===== src/rtl/vga_text_renderer.sv =====
// vga_text_renderer: 80x30 text-mode pixel generator behind the 800x600 VGA timing generator
// Ports:
//   clk36m, reset_n            pixel clock, asynchronous active-low reset
//   col, row                   timing-generator counters (0..1023, 0..624)
//   hsync_in .. vblank_in      timing-generator strobes
//   vram_addr / vram_data      video RAM read port (data one cycle after address)
//   font_addr / font_data      8x16 font ROM read port (data one cycle after address)
//   cursor_x, cursor_y         cursor cell (only with VGA_TEXT_CURSOR_EN)
//   video_r/g/b                pixel colour, 5 cycles after col/row
//   hsync .. vblank            input strobes delayed by 5 cycles
// Build option: define VGA_TEXT_CURSOR_EN for a blinking underline cursor.
module vga_text_renderer #(
  parameter logic [17:0] FG_RGB = 18'h00FC0,
  parameter int TEXT_COLS = 80,
  parameter int TEXT_ROWS = 30
) (
  input  logic        clk36m,
  input  logic        reset_n,
  input  logic [10:0] col,
  input  logic [9:0]  row,
  input  logic        hsync_in,
  input  logic        vsync_in,
  input  logic        hblank_in,
  input  logic        vblank_in,
  output logic [11:0] vram_addr,
  input  logic [7:0]  vram_data,
  output logic [10:0] font_addr,
  input  logic [7:0]  font_data,
  input  logic [6:0]  cursor_x,
  input  logic [4:0]  cursor_y,
  output logic [5:0]  video_r,
  output logic [5:0]  video_g,
  output logic [5:0]  video_b,
  output logic        hsync,
  output logic        vsync,
  output logic        hblank,
  output logic        vblank
);
  localparam logic [10:0] ACT_W = 11'(TEXT_COLS * 10);
  localparam logic [9:0]  ACT_H = 10'(TEXT_ROWS * 20);
  localparam logic [11:0] LINE_STEP = 12'(TEXT_COLS);
  logic [3:0] px, px_n;
  logic [6:0] cx, cx_n;
  logic [4:0] ly, ly_n, cy, cy_n;
  logic [11:0] line_base, line_base_n;
  logic synced, synced_n, home, top, active, cur_vis, cur_hit, glyph, pix, inv3, inv4;
  // per-stage side info: {active, px[3:0], ly[4:0], cursor}
  logic [10:0] s1, s2, s3, s4;
  logic [4:0][3:0] dly;
  logic [17:0] rgb;
  // The *_n values describe the current col/row; the registers hold the previous cycle's.
  assign home = col == 11'd0;
  assign top = home && row == 10'd0;
  always_comb begin
    px_n = (home || px == 4'd9) ? 4'd0 : px + 4'd1;
    cx_n = home ? 7'd0 : px == 4'd9 ? cx + 7'd1 : cx;
    ly_n = !home ? ly : (row == 10'd0 || ly == 5'd19) ? 5'd0 : ly + 5'd1;
    cy_n = !home ? cy : row == 10'd0 ? 5'd0 : ly == 5'd19 ? cy + 5'd1 : cy;
    line_base_n = !home ? line_base : row == 10'd0 ? 12'd0 : ly == 5'd19 ? line_base + LINE_STEP : line_base;
    synced_n = synced | top;
    active = col < ACT_W && row < ACT_H && synced_n;
    cur_hit = cur_vis && cx_n == cursor_x && cy_n == cursor_y && (ly_n == 5'd14 || ly_n == 5'd15);
  end
`ifdef VGA_TEXT_CURSOR_EN
  logic [4:0] frames;
  logic vb_q;
  always_ff @(posedge clk36m or negedge reset_n)
    if (!reset_n) begin
      frames <= '0;
      vb_q <= 1'b0;
    end else begin
      vb_q <= vblank_in;
      if (vblank_in && !vb_q) frames <= frames + 5'd1;
    end
  assign cur_vis = !frames[4];
`else
  assign cur_vis = 1'b0;
`endif
  // Glyph bit only exists inside the 8x16 part of the 10x20 cell; padding shows background.
  assign glyph = s4[9:6] < 4'd8 && s4[5:1] < 5'd16 ? font_data[3'd7 - s4[8:6]] : 1'b0;
  assign pix = s4[10] && (glyph ^ inv4 ^ s4[0]) && !dly[3][1] && !dly[3][0];
  always_ff @(posedge clk36m or negedge reset_n)
    if (!reset_n) begin
      px <= '0;
      cx <= '0;
      ly <= '0;
      cy <= '0;
      line_base <= '0;
      synced <= 1'b0;
      vram_addr <= '0;
      font_addr <= '0;
      s1 <= '0;
      s2 <= '0;
      s3 <= '0;
      s4 <= '0;
      inv3 <= 1'b0;
      inv4 <= 1'b0;
      dly <= '0;
      rgb <= '0;
    end else begin
      px <= px_n;
      cx <= cx_n;
      ly <= ly_n;
      cy <= cy_n;
      line_base <= line_base_n;
      synced <= synced_n;
      if (active) vram_addr <= line_base_n + {5'd0, cx_n};
      s1 <= {active, px_n, ly_n, cur_hit};
      s2 <= s1;
      if (s2[10]) font_addr <= {vram_data[6:0], s2[4:1]};
      s3 <= s2;
      inv3 <= vram_data[7];
      s4 <= s3;
      inv4 <= inv3;
      dly <= {dly[3:0], {hsync_in, vsync_in, hblank_in, vblank_in}};
      rgb <= pix ? FG_RGB : 18'd0;
    end
  assign {video_r, video_g, video_b} = rgb;
  assign {hsync, vsync, hblank, vblank} = dly[4];
endmodule


===== config.mk =====
export PLATFORM = sky130hd
export DESIGN_NAME = vga_text_renderer
export DESIGN_NICKNAME = d
export VERILOG_FILES = /design/src/rtl/vga_text_renderer.sv
export SDC_FILE = /design/constraint.sdc
export NUM_CORES = 1
export LEC_CHECK = 0
export CAP_MARGIN = 20
export CELL_PAD_IN_SITES_DETAIL_PLACEMENT = 1
export CELL_PAD_IN_SITES_GLOBAL_PLACEMENT = 2
export CORE_ASPECT_RATIO = 0.7
export CORE_UTILIZATION = 35
export CTS_CLUSTER_DIAMETER = 40
export DETAILED_ROUTE_END_ITERATION = 8
export PLACE_DENSITY_LB_ADDON = 0.1
export SYNTH_ARGS = -nofsm -noshare
export SYNTH_HDL_FRONTEND = slang
export SYNTH_SLANG_ARGS = --single-unit

===== constraint.sdc =====
create_clock -name clk36m -period 6.9 [get_ports clk36m]
set_input_delay 1.035 -clock clk36m [delete_from_list [all_inputs] [get_ports clk36m]]
set_output_delay 1.035 -clock clk36m [all_outputs]
set_load 0.02 [all_outputs]

==> impl_results.md, run 1 <==
- Post-CTS sizing: 0
- CTS H-tree lvls: 3
- Synth top area cells: dfrtp_1 (59%), ha_1 (3.6%), mux2_2 (3.5%)
- Final wirelength: around 8.6 mm
- Clock root buffer: clkbuf_16
- Slew Viols, Final: 0
- Outcome: completed
- Share of synthesized registers carrying an async set or reset: 1.00
- Top delay family on crit path: simple AND/OR/NAND/NOR gates
- First-pass GRT wire length: between 10 and 15 mm
- Routed vias/inst: 4.83
- Crit Path Class: primary input to flop
- Gr usage total: 0.156
- Multi-input logic area: between 1500 and 2000 sq um
- Synth Register Bits: 98
- Slowest CP cell: nor2_1
- RSZ-0062 raised after global routing: no
- Skew final: 0.00984 ns
- Postcts setup bufs: 0
- Post-Syn Instances: 331
- IO Port Bufs: 75
- CTS buffer count: 9
- CTS Sinks: 98
- # DRC: 0
- Final nets: about 480
- CP Cell Sequence: clkdlybuf4s50_1 > nor4_1 > nand4_1 > nor2_1 > nor2b_1 > ha_1 > fa_1 > a21oi_1 > o21ai_0 > o31a_1 > o2bb2ai_1 > nor4b_1 > a221o_1
- Leak: about 2.4 nW
- Drt first pass iters: 4
- DP HPWL: 6.22 mm
- Pin count of the biggest net entering global routing: between 70 and 80
- Wirelength per Cell: roughly 15 um
- Syn Std Cell Area: around 4200 sq um
- Critical-path maximum fanout: 7
- Power Total: about 0.0013 W
- Number of fill cells: roughly 1,200
- Final Hold Viols: 0
- Die W: approximately 130 um
- Clk Latency, worst-skew pair: ~0.34 ns
- Via count: about 2,700
- Final Util: 0.470
- Layout cells sized above 1: 0.124
- Yosys warns: 0
- Setup crit start kind: primary input
- Area share of the largest cell type after synthesis: 0.588
- Maxcap violations: 0
- Crit path buffers/inverters: 1
- Initial Util: 0.369
- # diodes: 0
- Initial DRC count: 78
- Hold WC Path Type: flop to flop
- Post-synth top area cell: dfrtp_1
- Power density cells: 253 nW/um^2
- Register area: between 2000 and 2500 sq um
- Die area: between 10,000 and 15,000 sq um
- Arr. time, crit path: between 4 and 5 ns
- CTS max path bufs: 2
- Worst path max stage delay: between 0.5 and 0.6 ns
- Dominant synthesized flop cell: dfrtp_1
- Fin crit share: 0.689
- Maximum vdd drop: 0.128 mV
- Setup TNS: 0 ns
- Sequential share of the synthesized area: 0.588
- Synth-to-layout area growth: 27.4%
- CTS tree: done
- Final min period: approximately 4.8 ns
- Ports: 100
- Initial antenna violation count: 0
- Post-synthesis cell type count: 65
- Maximum clock rate: approximately 0.21 GHz
- Number of synthesized flops with an enable pin: 0
- GPL Wtd Cong: around 0.8
- Final Setup Violations: 0
- WHS: 0.346 ns
- Antenna viol nets, final: 0
- Clock transition at the registers of the reported paths: ~0.07 ns
- Crit end category: flop
- Vias in the first global route: approximately 2,900
- Hold buffer count at CTS: 0
- Die Ht: just over 90 um
- Avg Inst Size Synth: 12.6 sq um
- FP Rows: 32
- Worst slew margin: 0.436
- Core area: about 11,000 sq um
- Worst Tran Pin Value: 0.846 ns
- Overflow after GRT: 0
- Worst path required time: ~7.1 ns
per-stage QoR:
stage          area, sq um  instances  setup slack, ns
6_report              5310        564             2.15
5_1_grt               5310        564             1.72
4_1_cts               5310        564             2.09
3_5_place_dp          5000        549             1.74
3_3_place_gp          5000        549             1.78
2_1_floorplan         4210        342             3.04
metal layers:
layer | vias to the layer above | share of wire | global-route usage
li1 | 1296 | - | -
met1 | 1362 | 0.50 | 0.213
met2 | 61 | 0.45 | 0.243
met3 | 5 | 0.043 | 0.0390
met4 | 0 | 0.0075 | 0.0517
met5 | - | 0 | 0
cell type report:
class,instances,share of cell area
sequential,98,0.462
multi-input combinational,212,0.292
inverter,8,0.00566
clock buffer,11,0.0476
clock inverter,4,0.0111
timing repair buffer,78,0.145
tap,153,0.0361
synth_stat cells (all sizes together), types with 4 or more instances:
cell type / n
o31ai: 4
nand3: 6
nand2: 25
xnor2: 10
buf: 21
dfrtp: 98
nor3: 6
nand4: 4
o21ai: 18
mux2: 18
ha: 12
a21oi: 15
xor2: 6
nor2: 21
nor4: 4
inv: 8
kinds of logic (layout without fill, tap and decap cells):
group                      count (synthesis)  after routing  synth area share
DFF                                       98             98             0.588
and+or+nand+nor                           91             91             0.122
AOI/OAI and AO/OA                         58             58            0.0997
buffers and inverters                     32            101            0.0489
muxes                                     22             22            0.0651
xor gates and xnor gates                  16             16            0.0336
adders and majority gates                 13             13            0.0408
other                                      1             12          0.000900
sequential cells by signal, summed over array words and instances, names as in the netlist, 6 cells and up:
signal and cells:
s4 6, line_base 12, dly 16, s3 6
vram_addr 12, font_addr 11, cx 7, s2 10
report_power, final:
part	switching, W	total (W)	internal, W
clock network	0.000217	0.000520	0.000304
logic	0.0000819	0.000157	0.0000754
registers	0.0000360	0.000667	0.000631
total	0.000334	0.00134	0.00101
cell usage in the layout (no fill, tap or decap), types with 6 or more instances in the layout:
cell type	instances
nor3_1	6
inv_1	7
clkdlybuf4s50_1	74
dfrtp_1	98
mux2_2	13
nor2_1	21
nand3_1	6
clkbuf_16	9
ha_1	12
xnor2_1	10
o21ai_0	16
nand2_1	25
conb_1	12
a21oi_1	15
xor2_1	6
worst paths after layout:
check	startpoint	end	slack (ns)	depth (start not counted)
setup / recovery	row[3]	vram_addr[10]$_DFFE_PN0P_	2.15	13
hold / removal	s3[9]$_DFF_PN0_	s4[9]$_DFF_PN0_	0.35	0
setup reg to reg	px[1]$_DFF_PN0_	vram_addr[10]$_DFFE_PN0P_	3.64	14
hold reg to reg	s3[9]$_DFF_PN0_	s4[9]$_DFF_PN0_	0.35	0
max in group asynchronous	reset_n	line_base[5]$_DFF_PN0_	5.08	2
min in group asynchronous	reset_n	font_addr[7]$_DFFE_PN0P_	0.63	1
Power figures use the tool's default switching activity.
==> run 2: changes to the inputs <==
Settings changed: CORE_UTILIZATION 35 to 32.
Clock period 6.9 ns to 4.4 ns, I/O delays scaled along.
==> impl_results.md, run 2 (synthesis gave the netlist of run 1 again) <==
- Sequential share of power: 0.493 (was 0.496)
- Power density cells: 393 nW/um^2 (was 253 nW/um^2)
- Final wirelength: 8.87 mm (was 8.64 mm)
- Switch Pwr: 0.000546 W (was 0.000334 W)
- CTS buffer count: 9 (unchanged)
- Biggest regs: dly x16, line_base x12, vram_addr x12 (unchanged)
- Final Hold Viols: 0 (unchanged)
- Final min period: ~3.7 ns
- Reg2Reg Setup Slack: 1.09 ns (was 3.64 ns)
- Worst path required time: 4.63 ns (was 7.13 ns)
- Slowest CP cell: fa_1 (was nor2_1)
- Pin count of the biggest net entering global routing: 76 (was 71)
- Antenna viol nets, final: 0 (unchanged)
- Final Setup Violations: 0 (unchanged)
- FP Rows: 34 (was 32)
- Hold Path End: s2[10]$_DFF_PN0_ (was s4[9]$_DFF_PN0_)
- Initial Util: 0.332 (was 0.369)
- Failing checks: design-rule violations
- Worst slew margin: 0.376 (was 0.436)
- Clk Latency, worst-skew pair: 0.34 ns (about the same)
- First-pass GRT wire length: 15.3 mm (was 14.9 mm)
- Layout cells sized above 1: 0.135 (was 0.124)
- Wirelength per Cell: 15.3 um (about the same)
- Biggest register: dly (unchanged)
- GPL Wtd Cong: 0.771 (was 0.783)
- # DRC: 13 (was 0)
- IO Port Bufs: 75 (unchanged)
- Maximum clock rate: around 0.27 GHz
- Clock share of power: 0.391 (was 0.387)
- Internal power: 0.00156 W (was 0.00101 W)
- Maximum vdd drop: 0.182 mV (was 0.128 mV)
- Vias in the first global route: 2,971 (was 2,899)
- Postcts setup bufs: 0 (unchanged)
- Skew final: 0.00721 ns (was 0.00984 ns)
- Crit path buffers/inverters: 2 (was 1)
- Outcome: finished, violations left (was completed)
- Fin crit share: 0.850
- Post-CTS sizing: 0 (unchanged)
- Top delay family on crit path: compound AO/OA/AOI/OAI gates (was simple AND/OR/NAND/NOR gates)
- CTS H-tree lvls: 3 (unchanged)
- Maxcap violations: 0 (unchanged)
- Crit Path Class: primary input to flop (unchanged)
- # diodes: 0 (unchanged)
- CP Cell Sequence: clkdlybuf4s50_1 > nor4_1 > nand4_1 > nor2_1 > buf_4 > nor2b_1 > ha_1 > fa_1 > a21oi_1 > o21ai_0 > o31a_1 > o2bb2ai_1 > xnor2_1 > mux2_4 (was clkdlybuf4s50_1 > nor4_1 > nand4_1 > nor2_1 > nor2b_1 > ha_1 > fa_1 > a21oi_1 > o21ai_0 > o31a_1 > o2bb2ai_1 > nor4b_1 > a221o_1)
- RSZ-0062 raised after global routing: no (unchanged)
- Combinational power share: 0.116 (was 0.117)
- Clock transition at the registers of the reported paths: 0.07 ns (about the same)
- Core area: 12,500 sq um (was 11,300 sq um)
- Gr usage total: 0.145 (was 0.156)
- Critical-path maximum fanout: 6 (was 7)
- Overflow after GRT: 0 (unchanged)
- Die W: 138 um (was 132 um)
- Clock root buffer: clkbuf_16 (unchanged)
- Reg2reg start: px[1]$_DFF_PN0_ (unchanged)
- CP startpoint: row[3] (unchanged)
- WHS Path Cells: 0 (unchanged)
- Die area: 13,500 sq um (was 12,400 sq um)
- Hold WC Path Type: flop to flop (unchanged)
- Setup crit start kind: primary input (unchanged)
- Number of flip-flops in the largest register: 16 (unchanged)
- Non-filler instance count after layout: 578 (was 564)
- Routed vias/inst: 4.81 (was 4.83)
- Synth-to-layout area growth: 28.9% (was 27.4%)
- Drt first pass iters: 6 (was 4)
- Slew Viols, Final: 0 (unchanged)
- Ports: 100 (unchanged)
- Sw Ratio: 0.259 (was 0.249)
- Die Ht: 97.5 um (was 93.3 um)
- R2r worst-path depth: 14 (unchanged)
- CTS Sinks: 98 (unchanged)
- Initial antenna violation count: 0 (unchanged)
- CTS tree: done (unchanged)
- CTS max path bufs: 2 (unchanged)
- Most common cell after layout, fill and taps aside: dfrtp_1 (unchanged)
- Number of fill cells: 1,309 (was 1,208)
- Via count: 2,781 (was 2,724)
- Worst Tran Pin Value: 0.935 ns (was 0.846 ns)
- Placed Cells: 562 (was 549)
- Leak: 2.40 nW (was 2.38 nW)
- Commonest non-fill, non-tap cells in the layout: dfrtp_1 (98), clkdlybuf4s50_1 (74), nand2_1 (25), nor2_1 (21), o21ai_0 (16) (unchanged)
- DP HPWL: 6.43 mm (was 6.22 mm)
- Min-delay src: s1[10]$_DFF_PN0_ (was s3[9]$_DFF_PN0_)
- Arr. time, crit path: 3.97 ns (was 4.98 ns)
- Setup TNS: 0 ns (unchanged)
- Worst R2R End: vram_addr[8]$_DFFE_PN0P_ (was vram_addr[10]$_DFFE_PN0P_)
- Final nets: 479 (was 475)
- Initial DRC count: 120 (was 78)
- Worst path max stage delay: 0.47 ns (was 0.58 ns)
- Crit end category: flop (unchanged)
- Hold buffer count at CTS: 0 (unchanged)
run 2: changes by cell type in the layout (fill, tap and decap cells not counted):
cell and delta:
inv_8 +1, buf_12 +1, clkinv_8 +1, buf_4 +3
inv_6 +1, clkbuf_8 -2
run 2: final cells by class:
class	instances	area (sq um)	area share
Multi-Input combinational cell	212	1550	0.289
Clock buffer	9	225	0.0419
Inverter	8	30.0	0.00559
Clock inverter	7	95.1	0.0177
Sequential cell	98	2450	0.457
Timing Repair Buffer	82	813	0.151
Tap cell	162	203	0.0377
run 2: how the worst max path moves through the flow:
stage,endpoint,slack [ns],cells after the start
floorplan,vram_addr[8]$_DFFE_PN0P_,0.92,13
global placement,vram_addr[8]$_DFFE_PN0P_,0.31,14
detailed placement,vram_addr[8]$_DFFE_PN0P_,0.21,14
CTS,vram_addr[8]$_DFFE_PN0P_,0.56,14
global route,vram_addr[8]$_DFFE_PN0P_,0.29,14
finish,vram_addr[8]$_DFFE_PN0P_,0.66,14
run 2: routing by layer:
| metal | track usage | up-vias | wire (um) |
|---|---|---|---|
| li1 | - | 1307 | - |
| met1 | 0.191 | 1404 | 4200 |
| met2 | 0.230 | 60 | 4130 |
| met3 | 0.0414 | 10 | 428 |
| met4 | 0.0467 | 0 | 112 |
| met5 | 0 | - | 0 |
run 2: power by group through the flow:
| stage | Sequential (W) | Clock, W | Combinational (W) |
|---|---|---|---|
| final | 0.00104 | 0.000826 | 0.000245 |
| after CTS | 0.00104 | 0.000859 | 0.000252 |
| after floorplan | 0.00105 | 0 | 0.000159 |
| after global routing | 0.00105 | 0.000894 | 0.000276 |
| after global placement | 0.00106 | 0 | 0.000243 |
| after detailed placement | 0.00106 | 0 | 0.000250 |
run 2: stage by stage:
step | setup WS [ns] | total power, W | hold WS [ns] | util | instance area [sq um]
after detailed placement | 0.205 | 0.00131 | 0.336 | 0.402 | 5050
after CTS | 0.560 | 0.00215 | 0.349 | 0.428 | 5370
after global routing | 0.291 | 0.00222 | 0.353 | 0.428 | 5370
final | 0.659 | 0.00211 | 0.344 | 0.428 | 5370
after global placement | 0.308 | 0.00130 | 0.332 | 0.402 | 5050
after floorplan | 0.920 | 0.00121 | 0.331 | - | 4210
